## src/rtl/imm_gen_pkg.sv

```systemverilog
// imm_gen_pkg: shared definitions for the immediate generator pipeline.
//   - RV32/RV64 base opcode constants and shift funct3 codes
//   - fmt_e    : 3-bit immediate format code reported on out_fmt
//   - imm_result_t : one FIFO entry {imm, fmt, illegal, tag}, sized for the
//                    widest configuration (XLEN<=64, TAG_W<=TAG_MAX_W);
//                    users keep only the low XLEN / TAG_W bits.
package imm_gen_pkg;

  localparam logic [6:0] OP_IMM = 7'b0010011;
  localparam logic [6:0] LOAD   = 7'b0000011;
  localparam logic [6:0] JALR   = 7'b1100111;
  localparam logic [6:0] STORE  = 7'b0100011;
  localparam logic [6:0] BRANCH = 7'b1100011;
  localparam logic [6:0] LUI    = 7'b0110111;
  localparam logic [6:0] AUIPC  = 7'b0010111;
  localparam logic [6:0] JAL    = 7'b1101111;
  localparam logic [6:0] OP     = 7'b0110011;
  localparam logic [6:0] SYSTEM = 7'b1110011;
  localparam logic [6:0] FENCE  = 7'b0001111;

  localparam logic [2:0] FUNCT3_SLL = 3'b001;
  localparam logic [2:0] FUNCT3_SRL = 3'b101;

  typedef enum logic [2:0] {
    FMT_NONE = 3'd0,
    FMT_I    = 3'd1,
    FMT_SH   = 3'd2,
    FMT_S    = 3'd3,
    FMT_B    = 3'd4,
    FMT_U    = 3'd5,
    FMT_J    = 3'd6
  } fmt_e;

  localparam int unsigned IMM_MAX_W = 64;
  localparam int unsigned TAG_MAX_W = 32;

  typedef struct packed {
    logic [IMM_MAX_W-1:0] imm;
    fmt_e                 fmt;
    logic                 illegal;
    logic [TAG_MAX_W-1:0] tag;
  } imm_result_t;

endpackage

```

## src/rtl/imm_decode_comb.sv

```systemverilog
// imm_decode_comb: purely combinational RISC-V immediate decoder.
//   inst    in  32    instruction word
//   imm     out XLEN  sign-extended (or zero-extended shamt) immediate
//   fmt     out 3     format code (imm_gen_pkg::fmt_e)
//   illegal out 1     unknown opcode, or RV32 shift with inst[25]=1
module imm_decode_comb
  import imm_gen_pkg::*;
#(
  parameter int unsigned XLEN = 32
) (
  input  logic [31:0]     inst,
  output logic [XLEN-1:0] imm,
  output fmt_e            fmt,
  output logic            illegal
);

  logic [6:0] opcode;
  logic [2:0] funct3;

  always_comb begin
    opcode  = inst[6:0];
    funct3  = inst[14:12];
    imm     = '0;
    fmt     = FMT_NONE;
    illegal = 1'b0;
    case (opcode)
      OP_IMM: begin
        if (funct3 == FUNCT3_SLL || funct3 == FUNCT3_SRL) begin
          fmt = FMT_SH;
          if (XLEN == 64) begin
            imm = XLEN'(inst[25:20]);
          end else begin
            imm     = XLEN'(inst[24:20]);
            illegal = inst[25];
          end
        end else begin
          fmt = FMT_I;
          imm = XLEN'($signed(inst[31:20]));
        end
      end
      LOAD, JALR: begin
        fmt = FMT_I;
        imm = XLEN'($signed(inst[31:20]));
      end
      STORE: begin
        fmt = FMT_S;
        imm = XLEN'($signed({inst[31:25], inst[11:7]}));
      end
      BRANCH: begin
        fmt = FMT_B;
        imm = XLEN'($signed({inst[31], inst[7], inst[30:25], inst[11:8], 1'b0}));
      end
      LUI, AUIPC: begin
        fmt = FMT_U;
        imm = XLEN'($signed({inst[31:12], 12'b0}));
      end
      JAL: begin
        fmt = FMT_J;
        imm = XLEN'($signed({inst[31], inst[19:12], inst[20], inst[30:21], 1'b0}));
      end
      OP, SYSTEM, FENCE: begin
        // no immediate, legal
      end
      default: illegal = 1'b1;
    endcase
  end

endmodule

```

## src/rtl/imm_gen_pipe.sv

```systemverilog
// imm_gen_pipe: buffered immediate generator. Decodes each accepted
// instruction combinationally and queues {imm, fmt, illegal, tag} in a
// DEPTH-entry FIFO read out on a valid/ready stream.
//   clk, reset (async, active-low), flush (sync, drops all entries)
//   in_valid/in_ready/in_inst/in_tag      : instruction stream in
//   out_valid/out_ready/out_imm/out_fmt/out_illegal/out_tag : results out
// Optional macro IMM_GEN_PIPE_STATS_EN adds saturating counters
//   stat_pushed (32) and stat_illegal (16); cleared by reset only.
module imm_gen_pipe
  import imm_gen_pkg::*;
#(
  parameter int unsigned XLEN  = 32,
  parameter int unsigned DEPTH = 2,
  parameter int unsigned TAG_W = 4
) (
  input  logic             clk,
  input  logic             reset,
  input  logic             flush,
  input  logic             in_valid,
  output logic             in_ready,
  input  logic [31:0]      in_inst,
  input  logic [TAG_W-1:0] in_tag,
  output logic             out_valid,
  input  logic             out_ready,
  output logic [XLEN-1:0]  out_imm,
  output logic [2:0]       out_fmt,
  output logic             out_illegal,
  output logic [TAG_W-1:0] out_tag
`ifdef IMM_GEN_PIPE_STATS_EN
  ,
  output logic [31:0]      stat_pushed,
  output logic [15:0]      stat_illegal
`endif
);

  localparam int unsigned PTR_W = $clog2(DEPTH);
  localparam int unsigned CNT_W = PTR_W + 1;
  localparam logic [CNT_W-1:0] FULL_CNT = CNT_W'(DEPTH);

  logic [PTR_W-1:0] wr_ptr;
  logic [PTR_W-1:0] rd_ptr;
  logic [CNT_W-1:0] count;
  imm_result_t      mem [DEPTH];
  imm_result_t      wr_entry;
  imm_result_t      hold_q;
  imm_result_t      head;

  logic [XLEN-1:0]  dec_imm;
  fmt_e             dec_fmt;
  logic             dec_illegal;
  logic             push;
  logic             pop;

  imm_decode_comb #(.XLEN(XLEN)) u_decode (
    .inst    (in_inst),
    .imm     (dec_imm),
    .fmt     (dec_fmt),
    .illegal (dec_illegal)
  );

  assign in_ready  = (count != FULL_CNT);
  assign out_valid = (count != '0);
  assign push      = in_valid && in_ready;
  assign pop       = out_valid && out_ready;

  always_comb begin
    wr_entry         = '0;
    wr_entry.imm     = IMM_MAX_W'(dec_imm);
    wr_entry.fmt     = dec_fmt;
    wr_entry.illegal = dec_illegal;
    wr_entry.tag     = TAG_MAX_W'(in_tag);
  end

  // Storage needs no reset: count gates visibility, and a write during
  // reset or flush lands in a slot that is not yet counted.
  always_ff @(posedge clk) begin
    if (push) begin
      mem[wr_ptr] <= wr_entry;
    end
  end

  // hold_q keeps the last popped entry so out_* hold their value while
  // empty and read as zero straight out of reset.
  always_ff @(posedge clk or negedge reset) begin
    if (!reset) begin
      wr_ptr <= '0;
      rd_ptr <= '0;
      count  <= '0;
      hold_q <= '0;
    end else if (flush) begin
      wr_ptr <= '0;
      rd_ptr <= '0;
      count  <= '0;
    end else begin
      if (push) begin
        wr_ptr <= wr_ptr + 1'b1;
      end
      if (pop) begin
        rd_ptr <= rd_ptr + 1'b1;
        hold_q <= mem[rd_ptr];
      end
      if (push && !pop) begin
        count <= count + 1'b1;
      end else if (pop && !push) begin
        count <= count - 1'b1;
      end
    end
  end

  always_comb begin
    head = out_valid ? mem[rd_ptr] : hold_q;
  end

  assign out_imm     = head.imm[XLEN-1:0];
  assign out_fmt     = head.fmt;
  assign out_illegal = head.illegal;
  assign out_tag     = head.tag[TAG_W-1:0];

`ifdef IMM_GEN_PIPE_STATS_EN
  always_ff @(posedge clk or negedge reset) begin
    if (!reset) begin
      stat_pushed  <= '0;
      stat_illegal <= '0;
    end else begin
      if (push && stat_pushed != '1) begin
        stat_pushed <= stat_pushed + 1'b1;
      end
      if (push && dec_illegal && stat_illegal != '1) begin
        stat_illegal <= stat_illegal + 1'b1;
      end
    end
  end
`endif

endmodule

```

## config.mk

```make
export PLATFORM = sky130hd
export DESIGN_NAME = imm_gen_pipe
export DESIGN_NICKNAME = d
export VERILOG_FILES = /design/src/rtl/imm_gen_pkg.sv /design/src/rtl/imm_decode_comb.sv /design/src/rtl/imm_gen_pipe.sv
export SDC_FILE = /design/constraint.sdc
export NUM_CORES = 1
export LEC_CHECK = 0
export CAP_MARGIN = 10
export CORE_MARGIN = 2
export CORE_UTILIZATION = 50
export DETAILED_ROUTE_END_ITERATION = 8
export PLACE_DENSITY = 0.75
export SKIP_LAST_GASP = 1
export SYNTH_ARGS = -nofsm -noshare
export SYNTH_HDL_FRONTEND = slang
export SYNTH_SLANG_ARGS = --single-unit
```

## constraint.sdc

```tcl
create_clock -name clk -period 3.35 [get_ports clk]
set_clock_uncertainty 0.1 [all_clocks]
set_input_delay 0.8375 -clock clk [delete_from_list [all_inputs] [get_ports clk]]
set_output_delay 0.8375 -clock clk [all_outputs]
set_load 0.01 [all_outputs]
```

Word level (Yosys, flattened, before mapping)
Memory sizes are Yosys's and may differ from the RTL's.
Cells that the tools add are included.
{"block": "word_totals", "ff_bits": 72, "mem_bits_rw": 80, "in_bits": 41, "out_inout_bits": 42, "wordCells": 58, "memories": 1}
{"block": "op_classes", "add_sub_neg": 4, "eq_ne": 14, "n_mux": 16, "bitwise_logic": 1, "n_reduce_logical": 15}
{"memory": "mem", "depth": 2, "word_bits": 40, "rd": 1, "rd_clocked_by_memory_dff": 0, "write_ports": 1, "line": "imm_gen_pipe.sv:43", "source": "imm_result_t mem [DEPTH];"}
{"op": "case mux 32 bit (6 select lines)", "n": 1}
{"op": "2-to-1 mux 68 bit", "n": 1}
{"op": "2-to-1 mux 32 bit", "n": 1}
{"op": "equality test 7 bit (second input constant)", "n": 4}
{"op": "equality test 7 x 6 -> 1 bit (second input constant)", "n": 3}
{"op": "case mux 3 bit (6 select lines)", "n": 1}
{"op": "equality test 7 x 5 -> 1 bit (second input constant)", "n": 2}
{"op": "OR reduction 10 bit", "n": 1}
{"op": "2-to-1 mux 2 bit", "n": 4}
{"op": "equality test 7 x 2 -> 1 bit (second input constant)", "n": 1}
{"op": "equality test 7 x 4 -> 1 bit (second input constant)", "n": 1}
{"op": "2-to-1 mux 1 bit", "n": 7}
{"op": "nonzero test 2 bit", "n": 3}
{"op": "logical AND 1 bit", "n": 4}
{"op": "OR reduction 2 bit", "n": 2}
{"op": "equality test 3 x 1 -> 1 bit (second input constant)", "n": 1}
{"op": "equality test 3 bit (second input constant)", "n": 1}
{"op": "nonzero test 3 bit", "n": 1}
{"op": "adder 1 bit (second input constant)", "n": 2}
{"op": "adder 2 x 1 -> 2 bit (second input constant)", "n": 1}
{"op": "logical NOT 1 bit", "n": 2}
{"op": "inequality test 2 bit (second input constant)", "n": 1}
{"op": "case mux 1 bit (2 select lines)", "n": 1}
{"op": "AND reduction 2 bit", "n": 1}
{"op": "3 further kinds", "n": 3}

Depth between registers and ports, before layout
{"block": "logic_depth", "ltp_word": 7, "mapped_depth": 6, "mapped_depth_nobuf": 4}

Cells and area by module
Synthesis repeated with hierarchy kept, for this count alone.
{"block": "unflattened", "hier_cells": 455, "hier_area_um2": 5811.8}
{"module": "imm_gen_pipe", "n_inst": 1, "cells_per_inst": 375, "area_per_inst_um2": 5218.8, "seq_area_each_um2": 3503.4}
{"module": "imm_decode_comb", "n_inst": 1, "cells_per_inst": 80, "area_per_inst_um2": 593.1, "seq_area_each_um2": 0.0}

Worst setup path before layout
Ideal clock, no wire load.
{"block": "synth_path", "path_type": "in2reg", "start": "input in_valid", "end": "memory mem[0][0] in the netlist's numbering (enable)", "setup_ns": 0.437, "arrival_ns": 2.597, "required_ns": 2.813, "slack_ns": 0.216, "path_stages": 2, "path_buffers": 0, "cell_sequence": "nand2_1 nor2_1"}
{"block": "synth_between", "elab_chain_len": 3}
{"element": "from (decl)", "line": "imm_gen_pipe.sv:19", "source": "input logic in_valid,"}
{"element": "logical AND 1 bit", "line": "imm_gen_pipe.sv:63", "source": "assign push = in_valid && in_ready;"}
{"element": "2-to-1 mux 1 bit", "line": "imm_gen_pipe.sv:77", "source": "if (push) begin"}
{"element": "2-to-1 mux 1 bit (implied by the code)", "line": "imm_gen_pipe.sv:78", "source": "mem[wr_ptr] <= wr_entry;"}
{"element": "to (decl)", "line": "imm_gen_pipe.sv:43"}
No other way between the ends.

Worst setup path after layout
{"block": "layout_path", "start": "register count[1]", "end": "output out_imm[19]"}
{"block": "layout_between", "elab_chain_len": 2}
{"element": "from (decl)", "line": "imm_gen_pipe.sv:42", "source": "logic [CNT_W-1:0] count;"}
{"element": "from (signal assigned)", "line": "imm_gen_pipe.sv:103", "source": "count <= count + 1'b1;"}
{"element": "from (signal assigned)", "line": "imm_gen_pipe.sv:105", "source": "count <= count - 1'b1;"}
{"element": "nonzero test 2 bit", "line": "imm_gen_pipe.sv:62", "source": "assign out_valid = (count != '0);"}
{"element": "2-to-1 mux 68 bit", "line": "imm_gen_pipe.sv:111", "source": "head = out_valid ? mem[rd_ptr] : hold_q;"}
{"element": "to (decl)", "line": "imm_gen_pipe.sv:25", "source": "output logic [XLEN-1:0] out_imm,"}
No other way between the ends.

==> reports/qor.yml <==
clkTransAtPathRegs_ns: 0.06
fp.coreArea_um2: 10400
power.leakage_nw: 2.70
maxSlewViolCount: 0
place.port_buffers: 82
area_delta_synth_final_pct: 30.8
cp-startpoint: "count[1]"
insertion_delay_ns: 0.53
crit_arrival_ns: 2.32
timing.rr.start: "count[0]"
vias: 3678
viasPerCell: 5.42
clockBufferDepth: 2
grt_antenna_before_repair: 0
drive_gt1_frac: 0.127
post_dp_cell_area_um2: 6390
drt_iter0_markers: 250
async_flop_share: 0.355
dpl.hpwl_mm: 7.44
required_ns: 2.41
ant_nets: 0
io_pins: 83
synth.distinct_cells: 41
place_inst: 646
grt_pass1_wl_mm: 18.2
die_h_um: 108
instances_no_fill: 679
nNetsFinal: 571
crit_fanout: 41
path_cells: "nor2_1, bufinv_8, buf_16, a21oi_1, clkdlybuf4s50_1"
fillerInstances: 759
yosysMostFrequentCell: "nor2_1"
outcome: "finished clean"
r2r-end: "hold_q[64]"
maxSlewHeadroom: 0.530
die_area_um2: 11600
die_w_um: 108
startpoint_type: "flip-flop"
tns_ns: 0
start_util: 0.519
synthFlopType: "edfxtp_1"
syn_nets: 484
ys_seq_area_frac: 0.651
grt.total_usage: 0.211
finalHoldViolations: 0
slowest_stage: "clkdlybuf4s50_1"
grt_max_degree: 43
firstDrtPassIters: 5
endpoint_kind: "output pin"
netlist_area_um2: 5390
cts_tree: "yes"
p_total_mw: 4.73
drc: 0
hold_class: "primary input to async pin"
gp_congestion: 0.791
critical_path.endpoint: "out_imm[19]"
diodes: 0
setup_viol: 0
cts_num_sinks: 124
rows: 37
cp_slowest_stage_delay_ns: 0.56
powerDensity_nw_per_um2: 671
grt_pass1_vias: 3636
yosys.area.top_type: "edfxtp_1"
wirelength_mm: 11.5
grt_overflow: 0
synth_common_cells: "nor2_1, a21oi_1, edfxtp_1"
wl_per_cell_um: 16.9
root_buffer: "clkbuf_8"
maxCapViolations: 0
cts_htree_levels: 4
syn_area_per_cell_um2: 12.2
netlist.area_leader.share: 0.446
fmax_mhz: 307
ys_warn_count: 0
min_period_ns: 3.26
r2r_slack_ns: 1.75
worstSetupPathType: "flip-flop to output pin"
finish.instance_area_um2: 7050
ys_seq_elements: 124
synth_area_leaders: "edfxtp_1, dfrtp_1, a21oi_1, mux2i_1, nor2_1"
tightest_slew_ns: 0.705
synthCells: 443
rsz0062_at_grt: "true"
ir_drop_uv: 378
cts_buffers: 17
fin_crit_sh: 0.974
reg2reg_depth: 6
synth_enable_flop_cells: 80
==> flip-flops by register name (all words and copies together) (netlist names) <==
name / cells
hold_q: 40
rd_ptr: 1
count: 2
mem: 80
wr_ptr: 1
==> worst max-delay path, delay by kind of cell, from the launching register on <==
kind	cells	cell delay [ns]
AO/OA/AOI/OAI	1	0.17
buffers and inverters	3	1.01
flip-flops	1	0.43
AND/OR/NAND/NOR	1	0.15
==> cell usage in the layout, fill, tap and decap left out, types with 2 or more instances in the layout <==
cell	synthesis	routed
a21oi_1	84	84
a21o_1	8	8
clkinvlp_4	0	4
and2_1	3	3
a22oi_1	2	2
xor2_1	2	2
a21o_2	11	11
bufinv_16	0	4
mux2i_1	40	40
inv_1	5	5
a22o_1	5	5
o21ai_0	4	4
nand3b_1	2	2
nor2_1	92	90
clkbuf_16	0	16
buf_4	0	4
nand3_2	2	2
clkinv_4	0	2
dfrtp_1	44	42
nand2_1	6	6
nand2b_1	3	3
edfxtp_1	80	80
buf_12	0	3
nor2_4	0	2
clkinv_2	0	4
clkdlybuf4s50_1	0	80
buf_6	1	2
nor2b_1	6	6
and3b_2	2	2
==> layout make-up <==
cell class                 instances  area [µm²]  area share
inverter                           6        36.3     0.00515
clock inverter                    15         196      0.0279
sequential                       124        3510       0.498
tap                              136         170      0.0242
timing repair buffer              92         958       0.136
clock buffer                      17         414      0.0588
multi-input combinational        289        1760       0.250
==> worst min path at each step <==
stage | startpoint | endpoint | slack [ns] | depth (start not counted)
6_report | reset | hold_q[51] | 0.26 | 1
5_1_grt | reset | hold_q[0] | 0.29 | 1
4_1_cts | reset | hold_q[51] | 0.29 | 1
3_5_place_dp | hold_q[39] | hold_q[39] | 0.42 | 2
3_3_place_gp | hold_q[38] | hold_q[38] | 0.41 | 2
2_1_floorplan | hold_q[0] | hold_q[0] | 0.40 | 2
==> cell families (layout without fill, tap and decap cells) <==
family,after synthesis,in the layout,synth area share
flip-flops,124,124,0.651
buffers and inverters,30,130,0.0253
AND/OR/NAND/NOR,123,123,0.106
multiplexers,40,40,0.0743
AO/OA/AOI/OAI,124,124,0.141
XOR/XNOR,2,2,0.00325
==> per-stage QoR <==
stage                     utilization  hold WS (ns)  setup slack [ns]
final                           0.679         0.256            0.0885
after global routing            0.679         0.292           -0.0247
after CTS                       0.676         0.285            0.0317
after detailed placement        0.616         0.419             0.491
after global placement          0.616         0.408             0.542
after floorplan                     -         0.396             0.216
==> repair_timing <==
| action | 4_1_cts | 5_1_grt |
|---|---|---|
| gates resized for setup | 2 | 7 |
| endpoints found under the setup margin | 22 | 26 |
| pin swaps | 0 | 0 |
| buffers inserted | 0 | 1 |
| cloned | 0 | 0 |
| hold buffers | 0 | 0 |
==> report_power, final <==
| part | internal [mW] | switching (mW) | total (mW) |
|---|---|---|---|
| Sequential | 1.85 | 0.100 | 1.95 |
| Clock | 1.20 | 0.658 | 1.86 |
| Combinational | 0.471 | 0.441 | 0.912 |
==> metal layers <==
layer,vias up,share of wire,GRT usage
met2,101,0.51,0.348
met3,12,0.050,0.0666
met4,0,0.010,0.0614
met5,-,0,0
li1,1778,-,-
met1,1787,0.43,0.268
Note: power is estimated with default switching activity, not from simulation.
